==> config.mk <==
export PLATFORM = sky130hd
export DESIGN_NAME = keypad_scan_ctrl
export DESIGN_NICKNAME = d
export VERILOG_FILES = /design/src/rtl/keypad_pkg.sv /design/src/rtl/keypad_db_counter.sv /design/src/rtl/keypad_scan_ctrl.sv
export SDC_FILE = /design/constraint.sdc
export NUM_CORES = 1
export LEC_CHECK = 0
export CORE_MARGIN = 5
export CORE_UTILIZATION = 35
export DETAILED_ROUTE_END_ITERATION = 7
export PLACE_DENSITY = 0.57
export SETUP_SLACK_MARGIN = 0.1
export SYNTH_ARGS = -nofsm -noshare
export SYNTH_HDL_FRONTEND = slang
export SYNTH_SLANG_ARGS = --single-unit
==> constraint.sdc <==
create_clock -name clk -period 2.5 [get_ports clk]
set_input_delay 0.5 -clock clk [delete_from_list [all_inputs] [get_ports clk]]
set_output_delay 0.5 -clock clk [all_outputs]
set_load 0.03 [all_outputs]
==> src/rtl/keypad_pkg.sv <==
// Shared types and helpers for the matrix-keypad scanner.
// Optional auto-repeat is selected by the KEYPAD_AUTOREPEAT_EN macro (see keypad_scan_ctrl).
package keypad_pkg;

  typedef enum logic [1:0] {
    SCAN     = 2'd0,
    PRESS_DB = 2'd1,
    HELD     = 2'd2,
    REL_DB   = 2'd3
  } keypad_state_e;

  typedef struct packed {
    logic [2:0] idx;  // index of the highest set bit
    logic       one;  // exactly one bit set
  } onehot_res_t;

  // Locate the set bit of a row vector and report whether it is the only one.
  function automatic onehot_res_t onehot_idx(input logic [7:0] v);
    onehot_res_t r;
    logic [3:0]  n;
    r.idx = 3'd0;
    n     = 4'd0;
    for (int i = 0; i < 8; i++) begin
      if (v[i]) begin
        r.idx = 3'(i);
        n     = n + 4'd1;
      end
    end
    r.one = (n == 4'd1);
    return r;
  endfunction

endpackage

==> src/rtl/keypad_db_counter.sv <==
// Enable/clear counter that saturates at MAX; done flags the saturated value.
// Used for dwell/debounce timing and for auto-repeat timing.
module keypad_db_counter #(
  parameter int  MAX = 7,
  localparam int W   = $clog2(MAX) + 1
) (
  input  logic         clk,
  input  logic         reset,
  input  logic         en,
  input  logic         clr,
  output logic [W-1:0] count,
  output logic         done
);

  logic [W-1:0] count_q, count_d;

  // Clear wins over enable; counting stops at MAX so the value never wraps.
  always_comb begin
    count_d = count_q;
    if (clr)                          count_d = '0;
    else if (en && (count_q != W'(MAX))) count_d = count_q + 1'b1;
  end

  // Counter register with synchronous active-low reset.
  always_ff @(posedge clk) begin
    if (!reset) count_q <= '0;
    else        count_q <= count_d;
  end

  assign count = count_q;
  assign done  = (count_q == W'(MAX));

endmodule

==> src/rtl/keypad_scan_ctrl.sv <==
// Matrix-keypad scanner: row synchroniser, column scan, press/release debounce,
// multi-key error flag. Define KEYPAD_AUTOREPEAT_EN to re-strobe key_valid while a key is held.
// Handshake: key_valid is a one-cycle strobe with no back-pressure; key_code is valid
// whenever key_valid is high and holds its value between strobes.
module keypad_scan_ctrl
  import keypad_pkg::*;
#(
  parameter int  NROWS      = 4,
  parameter int  NCOLS      = 4,
  parameter int  DWELL      = 1000,
  parameter int  DB_CYCLES  = 20000,
  parameter int  REPEAT_DLY = 500000,
  parameter int  REPEAT_PER = 100000,
  localparam int KW         = $clog2(NROWS * NCOLS)
) (
  input  logic             clk,
  input  logic             reset,
  input  logic [NROWS-1:0] row_in,
  output logic [NCOLS-1:0] col_drv,
  output logic             key_valid,
  output logic [KW-1:0]    key_code,
  output logic             key_held,
  output logic             error_led,
  output keypad_state_e    dbg_state
);

  localparam int CW       = $clog2(NCOLS);
  localparam int MAIN_MAX = ((DWELL > DB_CYCLES) ? DWELL : DB_CYCLES) - 1;
  localparam int MW       = $clog2(MAIN_MAX) + 1;

  keypad_state_e    state_q, state_d;
  logic [NROWS-1:0] sync1_q, sync1_d, sync2_q, sync2_d;
  logic [CW-1:0]    col_q, col_d, col_next;
  logic [2:0]       row_q, row_d;
  logic [KW-1:0]    key_code_q, key_code_d;
  logic             key_valid_q, key_valid_d;
  logic             key_held_q, key_held_d;
  logic             err_q, err_d;

  logic [NROWS-1:0] rs, row_mask;
  logic             hit, others;
  onehot_res_t      oh;
  logic [MW-1:0]    cnt;
  logic             cnt_en, cnt_clr, cnt_done;
  logic             dwell_end, db_end;
  logic             rep_fire;

  // One counter shared by dwell and debounce; it is cleared on every state change,
  // so saturation only acts as a backstop for the larger of the two terminals.
  keypad_db_counter #(.MAX(MAIN_MAX)) u_main_cnt (
    .clk(clk), .reset(reset), .en(cnt_en), .clr(cnt_clr), .count(cnt), .done(cnt_done)
  );

  // Decode synchronised rows against the captured key and the current counter.
  always_comb begin
    sync1_d   = row_in;
    sync2_d   = sync1_q;
    rs        = sync2_q;
    row_mask  = NROWS'(1) << row_q;
    hit       = |(rs & row_mask);
    others    = |(rs & ~row_mask);
    oh        = onehot_idx(8'(rs));
    col_next  = (col_q == CW'(NCOLS - 1)) ? '0 : col_q + 1'b1;
    dwell_end = cnt_done || (cnt == MW'(DWELL - 1));
    db_end    = cnt_done || (cnt == MW'(DB_CYCLES - 1));
  end

`ifdef KEYPAD_AUTOREPEAT_EN
  localparam int REP_MAX = ((REPEAT_DLY > REPEAT_PER) ? REPEAT_DLY : REPEAT_PER) - 1;
  localparam int RW      = $clog2(REP_MAX) + 1;

  logic [RW-1:0] rep_cnt, rep_target;
  logic          rep_en, rep_clr, rep_done;
  logic          rep_first_q, rep_first_d;

  keypad_db_counter #(.MAX(REP_MAX)) u_rep_cnt (
    .clk(clk), .reset(reset), .en(rep_en), .clr(rep_clr), .count(rep_cnt), .done(rep_done)
  );

  // Repeat timer runs in HELD, pauses in REL_DB, restarts whenever the key is lost.
  always_comb begin
    rep_target  = rep_first_q ? RW'(REPEAT_PER - 1) : RW'(REPEAT_DLY - 1);
    rep_fire    = (state_q == HELD) && (rep_done || (rep_cnt == rep_target));
    rep_en      = (state_q == HELD) && !rep_fire;
    rep_clr     = rep_fire || (state_q == SCAN) || (state_q == PRESS_DB);
    rep_first_d = rep_first_q;
    if ((state_q == SCAN) || (state_q == PRESS_DB)) rep_first_d = 1'b0;
    else if (rep_fire)                              rep_first_d = 1'b1;
  end

  // Tracks whether the initial repeat delay has already elapsed.
  always_ff @(posedge clk) begin
    if (!reset) rep_first_q <= 1'b0;
    else        rep_first_q <= rep_first_d;
  end
`else
  assign rep_fire = 1'b0;
`endif

  // Scanner FSM: next state, column, capture and output strobes.
  always_comb begin
    state_d     = state_q;
    col_d       = col_q;
    row_d       = row_q;
    key_code_d  = key_code_q;
    key_valid_d = 1'b0;
    key_held_d  = key_held_q;
    err_d       = err_q;
    cnt_en      = 1'b0;
    cnt_clr     = 1'b0;
    case (state_q)
      SCAN: begin
        if (dwell_end) begin
          cnt_clr = 1'b1;
          if (rs == '0) begin
            col_d = col_next;
          end else if (oh.one) begin
            row_d   = oh.idx;
            state_d = PRESS_DB;
          end else begin
            err_d = 1'b1;
            col_d = col_next;
          end
        end else begin
          cnt_en = 1'b1;
        end
      end
      PRESS_DB: begin
        if (rs != row_mask) begin
          cnt_clr = 1'b1;
          col_d   = col_next;
          state_d = SCAN;
        end else if (db_end) begin
          cnt_clr     = 1'b1;
          key_valid_d = 1'b1;
          key_code_d  = KW'(int'(row_q) * NCOLS + int'(col_q));
          key_held_d  = 1'b1;
          err_d       = 1'b0;
          state_d     = HELD;
        end else begin
          cnt_en = 1'b1;
        end
      end
      HELD: begin
        cnt_clr     = 1'b1;
        key_valid_d = rep_fire;
        if (others) err_d   = 1'b1;
        if (!hit)   state_d = REL_DB;
      end
      REL_DB: begin
        if (hit) begin
          cnt_clr = 1'b1;
          state_d = HELD;
        end else if (db_end) begin
          cnt_clr    = 1'b1;
          key_held_d = 1'b0;
          col_d      = col_next;
          state_d    = SCAN;
        end else begin
          cnt_en = 1'b1;
        end
      end
      default: state_d = SCAN;
    endcase
  end

  // State and output registers; reset overrides everything on its edge.
  always_ff @(posedge clk) begin
    if (!reset) begin
      sync1_q     <= '0;
      sync2_q     <= '0;
      state_q     <= SCAN;
      col_q       <= '0;
      row_q       <= '0;
      key_code_q  <= '0;
      key_valid_q <= 1'b0;
      key_held_q  <= 1'b0;
      err_q       <= 1'b0;
    end else begin
      sync1_q     <= sync1_d;
      sync2_q     <= sync2_d;
      state_q     <= state_d;
      col_q       <= col_d;
      row_q       <= row_d;
      key_code_q  <= key_code_d;
      key_valid_q <= key_valid_d;
      key_held_q  <= key_held_d;
      err_q       <= err_d;
    end
  end

  assign col_drv   = NCOLS'(1) << col_q;
  assign key_valid = key_valid_q;
  assign key_code  = key_code_q;
  assign key_held  = key_held_q;
  assign error_led = err_q;
  assign dbg_state = state_q;

endmodule

* Word level (Yosys, flattened, before mapping)
Cells that the tools add are included.
Operators by class: $add $sub $neg 6, eq/ne operators 23, mux-type cells 45, reduce and logical (&&, ||, !) cells 17, bitwise gates (word level) 7, shift-type cells 2
Operator list (count):
- $mux 2 | 15
- $ne 2x2->1 const B | 11
- $mux 1 | 19
- $add 16x1->16 const B | 1
- $eq 16x10->1 const B | 1
- $eq 16x15->1 const B | 1
- $ne 16x15->1 const B | 1
- $add 4x1->4 const B | 3
- $mux 4 | 3
- $reduce_and 6->1 | 2
- $ne 3x3->1 const B | 3
- $and 4x4->4 | 2
- $pmux 2 s4 | 1
- $reduce_or 4->1 | 2
- $reduce_and 7->1 | 1
- $eq 2x2->1 const B | 3
- $mux 3 | 2
- $pmux 1 s3 | 2
- $pmux 2 s3 | 1
- $reduce_bool 3->1 | 2
- $reduce_and 5->1 | 1
- $add 4x2->4 | 1
- $eq 4x1->1 const B | 1
- $logic_not 4->1 | 1
- other kinds (17) | 20
Word-level totals: output and inout port bits 13, register bits after elaboration 38, input port bits 6, word-level logic and storage cells 110

* Longest topological paths before layout
depth in word-level cells 12, gate-level depth with buffers 11

* Modules after synthesis
Synthesis repeated with hierarchy kept, for this count alone.
Second synthesis, totals: cells, all modules 258, area total of the unflattened synthesis 2293.4 µm²
Modules (own cells, without submodules):
- keypad_scan_ctrl | area an instance 1456.4 µm², seq. area each 420.4 µm², cells an instance 163, instances 1
- keypad_db_counter | area an instance 837.1 µm², seq. area each 320.3 µm², cells an instance 95, instances 1

* Least setup slack after synthesis
OpenSTA, ideal clock, no wires.
path kind register to register, start reg sync2_q[0], in the netlist rs[0], end reg col_q[0], arrival time 2257 ps, cell stages (with the launch flop) 12, buffers on the path 0, period minus slack after synthesis 2329 ps, setup time 72 ps, setup slack 171 ps, data required time 2428 ps, path through dfxtp_1 > inv_1 > ha_1 > xnor2_1 > inv_1 > ha_1 > nor2b_1 > a221oi_1 > nor3_1 > nand2b_1 > a21oi_1 > mux2i_1
Between the ends: cells in the longest elaborated chain, start to end 10
RTL lines:
- start, declared | RTL line keypad_scan_ctrl.sv:32 | logic [NROWS-1:0] sync1_q, sync1_d, sync2_q, sync2_d;
- start signal, assigned | RTL line keypad_scan_ctrl.sv:181 | sync2_q <= sync2_d;
- $mux 1 | RTL line keypad_pkg.sv:24 | if (v[i]) begin
- $add 4x1->4 | RTL line keypad_pkg.sv:26 | n = n + 4'd1;
- $mux 4 | RTL line keypad_pkg.sv:24
- $add 4x1->4 | RTL line keypad_pkg.sv:26
- $mux 4 | RTL line keypad_pkg.sv:24
- $add 4x1->4 | RTL line keypad_pkg.sv:26
- $mux 4 | RTL line keypad_pkg.sv:24
- $eq 4x1->1 | RTL line keypad_pkg.sv:29 | r.one = (n == 4'd1);
- $ne 3x3->1 (no line)
- $reduce_and 6->1 (no line)
- end signal, assigned | RTL line keypad_scan_ctrl.sv:183 | col_q <= col_d;
- end, declared | RTL line keypad_scan_ctrl.sv:33 | logic [CW-1:0] col_q, col_d, col_next;
Parallel ways exist; a longest one is shown, timed or not. The select of a mux whose other input is x is not followed. A chain may end at the register's enable or synchronous reset.

* Worst setup path after layout
start reg state_q[0], in the netlist dbg_state[0], end reg u_main_cnt.count_q[9], in the netlist u_main_cnt.count[9]
Between the ends: cells in the longest elaborated chain, start to end 3
RTL lines:
- start, declared | RTL line keypad_scan_ctrl.sv:31 | keypad_state_e state_q, state_d;
- start signal, assigned | RTL line keypad_scan_ctrl.sv:182 | state_q <= state_d;
- $eq 2x2->1 (tied with other cells) | RTL line keypad_scan_ctrl.sv:111 | case (state_q)
- $pmux 1 s4 or $pmux 1 s3 (tied branches) | RTL line keypad_scan_ctrl.sv:111
- $reduce_or 2->1 (no line) or $logic_and 1x1->1 (tied branches)
- end signal, assigned | RTL line keypad_db_counter.sv:27 | else count_q <= count_d;
- end, declared | RTL line keypad_db_counter.sv:15 | logic [W-1:0] count_q, count_d;
Parallel ways exist; a longest one is shown, timed or not.

==> results by group <==
Detailed routing
  • Routed met3 length: 270 um
  • WL final: 4.91 mm
  • Via count: 1,861
  • Routed Antenna Nets: 0
  • Via/cell ratio: 5.17
  • Initial DRC count: 42
  • Routed length on met1: 2.38 mm
  • DR WL met2: 2.19 mm
  • Initial DRT Pass Iterations: 4
  • Max layer used: met4
  • Wire per inst: 13.6 um
  • # DRC: 0

Finish
  • Most common cell after layout, fill and taps aside: dfxtp_1
  • Layout cells sized above 1: 0.137
  • Fin nets: 311
  • Layout Cells excl Fill: 360
  • Area growth syn-to-layout: 22.2%
  • Antenna Cells: 0
  • # fillers: 596
  • Final design utilization: 0.447
  • Most frequent cells in the layout: dfxtp_1 (36), nor2_1 (34), inv_1 (20), ha_1 (20), clkdlybuf4s50_1 (18)

Floorplanning
  • Die Width: 89.1 um
  • Die ar.: 7950 um2
  • Core area: 5990 um2
  • # rows: 28
  • Die Y: 89.1 um
  • Number of top-level pins: 19
  • Initial standard-cell utilization of the core: 0.366

CTS
  • Root Driver: clkbuf_8
  • Worst-path clk slew: 90 ps
  • Post-CTS setup buffer count: 0
  • CTS buffer count: 5
  • Clock Path Buffers: 2
  • Clock sinks: 37
  • # hold bufs at CTS: 0
  • Skew-Pair Late Insertion Delay: 290 ps
  • Htree depth: 2
  • CTS tree: built

Worst setup path
  • Worst setup endpoint: u_main_cnt.count[9]
  • Crit. End Element: flip-flop
  • R2R setup slack: 210 ps
  • FF-to-FF path depth: 8
  • WP data required: 2660 ps
  • FF-to-FF End: u_main_cnt.count[9]
  • Crit-path max FO: 7
  • Critical path class: flip-flop to flip-flop
  • CP startpoint: dbg_state[0]
  • Critical R2R Launch: dbg_state[0]
  • Worst Path Arrival: 2450 ps
  • CP Launch Type: flip-flop

Outcome
  • Status: finished, final reports clean

GRT
  • Largest net degree at the start of global routing: 17
  • First-pass GRT wire length: 8.41 mm
  • Vias in the first global route: 1,778
  • Antenna violations before repair: 0
  • GRT Overall Usage: 0.135
  • Grt total ovfl: 0

STA
  • Final WS setup: 212 ps
  • Final Hold Fails: 0
  • Endpoints failing setup: 0
  • Final period util: 0.915
  • WHS: 426 ps
  • Final min period: 2290 ps
  • Slew Limit Fails: 0
  • Relative slew slack: 0.667
  • Worst Skew: 16.1 ps
  • Unrepaired setup endpoints after global routing: no
  • Fmax: 437 MHz
  • Slew @ Worst Pin: 496 ps

Place
  • Dpl cells: 352
  • Place WS: -99.0 ps
  • Final HPWL DP: 3.58 mm
  • PortBufs: 18
  • Placer Congestion: 0.857

Yosys
  • Register bit total from synthesis: 37
  • Post-synth net total: 283
  • Netlist cell types: 53
  • Synth top area cells: dfxtp_1 (34%), ha_1 (12%), nor2_1 (5.8%)
  • EDFF count, synth: 0
  • Synth warnings: 0
  • Post-synth ARST share: 0
  • Cell area after synthesis: 2190 um2
  • Mean Syn Cell Area: 8.56 um2
  • Cell accounting for the most synthesized area: dfxtp_1
  • Post-synthesis sequential area ratio: 0.338
  • Yosys top cell area share: 0.338
  • Dominant synthesized flop cell: dfxtp_1
  • Synthesized netlist cell count: 256

Run
  • Max-Cap Viols: 0

Worst hold path
  • Worst min-delay path class: flip-flop to flip-flop

Power and ir drop
  • Leakage: 1.05 nW
  • PwrDens: 486 nW/um2
  • Pwr Total: 1.30 mW
  • Maximum vdd drop: 0.262 mV
cell type report:
type                       instances  area (um2)  area share
inverter                          20        75.1      0.0280
clock inverter                     2        10.0     0.00374
sequential                        37         742       0.277
timing repair buffer              28         255      0.0953
tap                               75        93.8      0.0350
multi-input combinational        192        1430       0.534
clock buffer                       6        72.6      0.0271
how the worst min path moves through the flow:
stage	startpoint	to	slack, ps	depth (start not counted)
floorplan	sync1_q[0]	rs[0]	410	1
global placement	sync1_q[2]	rs[2]	420	1
detailed placement	sync1_q[1]	rs[1]	420	1
CTS	sync1_q[2]	rs[2]	430	1
global route	sync1_q[3]	rs[3]	460	1
finish	sync1_q[2]	rs[2]	430	1
power by group:
group,total [mW],switching [mW],internal (mW)
sequential,0.639,0.0244,0.615
clock,0.416,0.222,0.194
combinational,0.248,0.137,0.111
through the flow:
step                      cell area [um2]  TNS, ps
after floorplan                      2190        0
after detailed placement             2500     -187
after CTS                            2620        0
final                                2680        0
after global routing                 2680        0
after global placement               2500     -102
cells in the mapped netlist, drive strengths merged, types with 2 or more instances:
cell type,number
a21oi,12
and2,8
o21a,3
nor4,5
xor2,10
nand3,6
or3b,2
and3,3
nand2,15
nor3,8
or4b,2
o211ai,3
a211oi,2
mux2i,5
a31oi,3
clkbuf,5
o21ai,9
xnor2,7
nor3b,2
nand4b,2
buf,2
ha,21
nand4,7
inv,20
nor2,34
nand2b,2
or4,2
nor2b,3
dfxtp,37
a22oi,2
repair_timing:
| action | CTS | global route |
|---|---|---|
| pin swaps | 1 | 5 |
| setup endpoints to repair | 14 | 23 |
| resized for setup | 6 | 10 |
kinds of logic (layout without fill, tap and decap cells):
kind of cell	after synthesis	after routing	share of synthesized area
DFF	37	37	0.338
and+or+nand+nor	108	108	0.279
adders and majority gates	21	21	0.120
AOI/OAI and AO/OA	41	41	0.121
xor gates and xnor gates	17	17	0.0679
buffers and inverters	27	56	0.0519
muxes	5	5	0.0228
routing by layer:
metal  track usage  vias to the layer above
met2         0.210                       41
met3        0.0350                        8
met5             0                        -
met1         0.182                      862
met4        0.0406                        0
li1              -                      950
flip-flops by register name, indices dropped and copies added, names as in the netlist, 2 cells and up:
name              count
u_main_cnt.count     16
key_code              4
rs                    4
sync1_q               4
col_q                 2
dbg_state             2
row_q                 2
worst max-delay path: stages, from the launching register on:
cell      delay (ps)
dfxtp_1          460
inv_1            140
ha_1             340
nor2b_1          180
a31oi_1          310
o21a_2           300
and4bb_2         250
xnor2_1          130
nor2_1            50
Note: power is estimated with default switching activity, not from simulation.
==> patch (same flow settings) <==
Change the parameter `NROWS` from 4 to 2.
--- a/src/rtl/keypad_scan_ctrl.sv
+++ b/src/rtl/keypad_scan_ctrl.sv
@@ -5,7 +5,7 @@
 module keypad_scan_ctrl
   import keypad_pkg::*;
 #(
-  parameter int  NROWS      = 4,
+  parameter int  NROWS      = 2,
   parameter int  NCOLS      = 4,
   parameter int  DWELL      = 1000,
   parameter int  DB_CYCLES  = 20000,
Interface: changed (resized key_code and row_in); port bits go from 19 to 16. The function was not compared with the original's and may differ.
==> patch against the original RTL <==
Via count fell by 8.2%. Sequential cell count fell by 6. Wire length fell by 3.5%. Final area fell by 11%. Worst hold slack improved by 0.0095 ns. Largest cell class unchanged. Critical path depth fell by 2. Core utilization fell by 4.0 points. Area after synthesis fell by 5.1%. Setup slack improved by 0.11 ns.
Power is not compared: it rests on default switching activity, and its combinational part moved more than twofold at a synthesized area within 25%.
==> patch: results (changes against the original RTL) <==
{| class="wikitable"
! Metric !! Value
|-
| Routed wire length || 4740 um (was 4910 um)
|-
| Clock Pin Slew Worst Setup and Hold Paths || 0.07 ns (was 0.09 ns)
|-
| Most common flop cell mapped by yosys || sky130_fd_sc_hd__dfxtp_1 (unchanged)
|-
| Number of nets produced by synthesis || 237 (was 283)
|-
| Fraction of power consumed by combinational cells || 4.4%
|-
| Post-synthesis sequential area ratio || 29.8% (was 33.8%)
|-
| Synth area leaders || sky130_fd_sc_hd__dfxtp_1, sky130_fd_sc_hd__ha_1, sky130_fd_sc_hd__a21oi_1, sky130_fd_sc_hd__mux2i_1, sky130_fd_sc_hd__o31ai_1 (was sky130_fd_sc_hd__dfxtp_1, sky130_fd_sc_hd__ha_1, sky130_fd_sc_hd__nor2_1, sky130_fd_sc_hd__xor2_1, sky130_fd_sc_hd__inv_1)
|-
| Reg2reg start || dbg_state[1] (was dbg_state[0])
|-
| Run status || finished clean (unchanged)
|-
| Total global routing track utilization || 13.2% (was 13.5%)
|-
| Worst slack after detailed placement || 0.343 ns (was -0.0990 ns)
|-
| Post-synth top cells || sky130_fd_sc_hd__dfxtp_1, sky130_fd_sc_hd__a21oi_1, sky130_fd_sc_hd__ha_1, sky130_fd_sc_hd__inv_1 (was sky130_fd_sc_hd__dfxtp_1, sky130_fd_sc_hd__nor2_1, sky130_fd_sc_hd__ha_1)
|-
| Startpoint of the tightest hold check path || sync1_q[1] (was sync1_q[2])
|-
| RePlAce Congestion || 0.766 (was 0.857)
|-
| Gates resized, CTS repair || 0 (was 6)
|-
| Maximum ir drop on the vdd rail || 0.286 mV
|-
| Layout cell share with drive strength beyond 1 || 14.8% (was 13.7%)
|-
| Worst Max-Slew Pin Slew || 0.607 ns (was 0.496 ns)
|-
| GRT met2 Usage || 20.6% (was 21.0%)
|-
| Global-route wire length before repair || 8020 um (was 8410 um)
|-
| Met3 usage || 3.22% (was 3.50%)
|-
| Port buffer count || 15 (was 18)
|-
| Drt first-iter violations || 79 (was 42)
|-
| WP data arrival || 2.39 ns (was 2.45 ns)
|-
| Number of nets in the finished design || 250 (was 311)
|-
| Count of distinct cell types in the synthesized netlist || 57 (was 53)
|-
| Largest net degree at the start of global routing || 27 (was 17)
|-
| Crit-path max FO || 26 (was 7)
|-
| Total via count after detailed routing || 1709 (was 1861)
|-
| Met1 capacity usage during global routing || 17.1% (was 18.2%)
|-
| Number of global-route vias before repair || 1635 (was 1778)
|-
| Final HPWL from detailed placement || 3450 um (was 3580 um)
|-
| Final setup skew || 0.00973 ns (was 0.0161 ns)
|}
==> patch: worst max-delay path, stage by stage (launching register included) <==
cell                      delay (ns)
sky130_fd_sc_hd__dfxtp_1        0.45
sky130_fd_sc_hd__ha_1           0.37
sky130_fd_sc_hd__nor2b_1        0.24
sky130_fd_sc_hd__a211o_2        0.17
sky130_fd_sc_hd__a22oi_4        0.16
sky130_fd_sc_hd__or4_1          0.56
sky130_fd_sc_hd__a21oi_1        0.15
==> patch: cell families (layout without fill, tap and decap cells) <==
group / Yosys count / count (layout) / synth area share, %
and+or+nand+nor: 88 / 88 / 32.2
AOI/OAI and AO/OA: 58 / 58 / 20.5
DFF: 31 / 31 / 29.8
buffers and inverters: 25 / 39 / 6.50
adders and majority gates: 11 / 11 / 6.62
muxes: 9 / 9 / 4.39
==> patch: path summary, 6_finish.rpt <==
kind,to,slack (ns),cells after the start
setup / recovery,u_main_cnt.count[13],0.32,6
hold / removal,rs[1],0.44,1
setup reg to reg,u_main_cnt.count[13],0.32,6
hold reg to reg,rs[1],0.44,1
==> patch: cell type report <==
class	instances	area (um^2)
clock buffer	6	82.6
clock inverter	2	35.0
fill	578	3470
inverter	11	41.3
multi-input combinational	166	1320
sequential	31	621
tap	75	93.8
timing repair buffer	20	188
==> patch: stage by stage <==
step                      power, mW  std cells  hold slack [ns]  area, um^2  utilization (%)
after floorplan               0.552        222            0.412        2080                -
after global placement        0.567        303            0.416        2270             38.8
after detailed placement      0.567        303            0.421        2270             38.8
after CTS                      1.09        311            0.438        2380             40.8
after global routing           1.12        311            0.468        2380             40.8
final                          1.08        311            0.436        2380             40.8
==> patch: per-layer routing <==
layer	part of all wire, %	up-vias
li1	-	872
met1	48	799
met2	46	24
met3	3.0	14
met4	2.4	0
met5	0	-
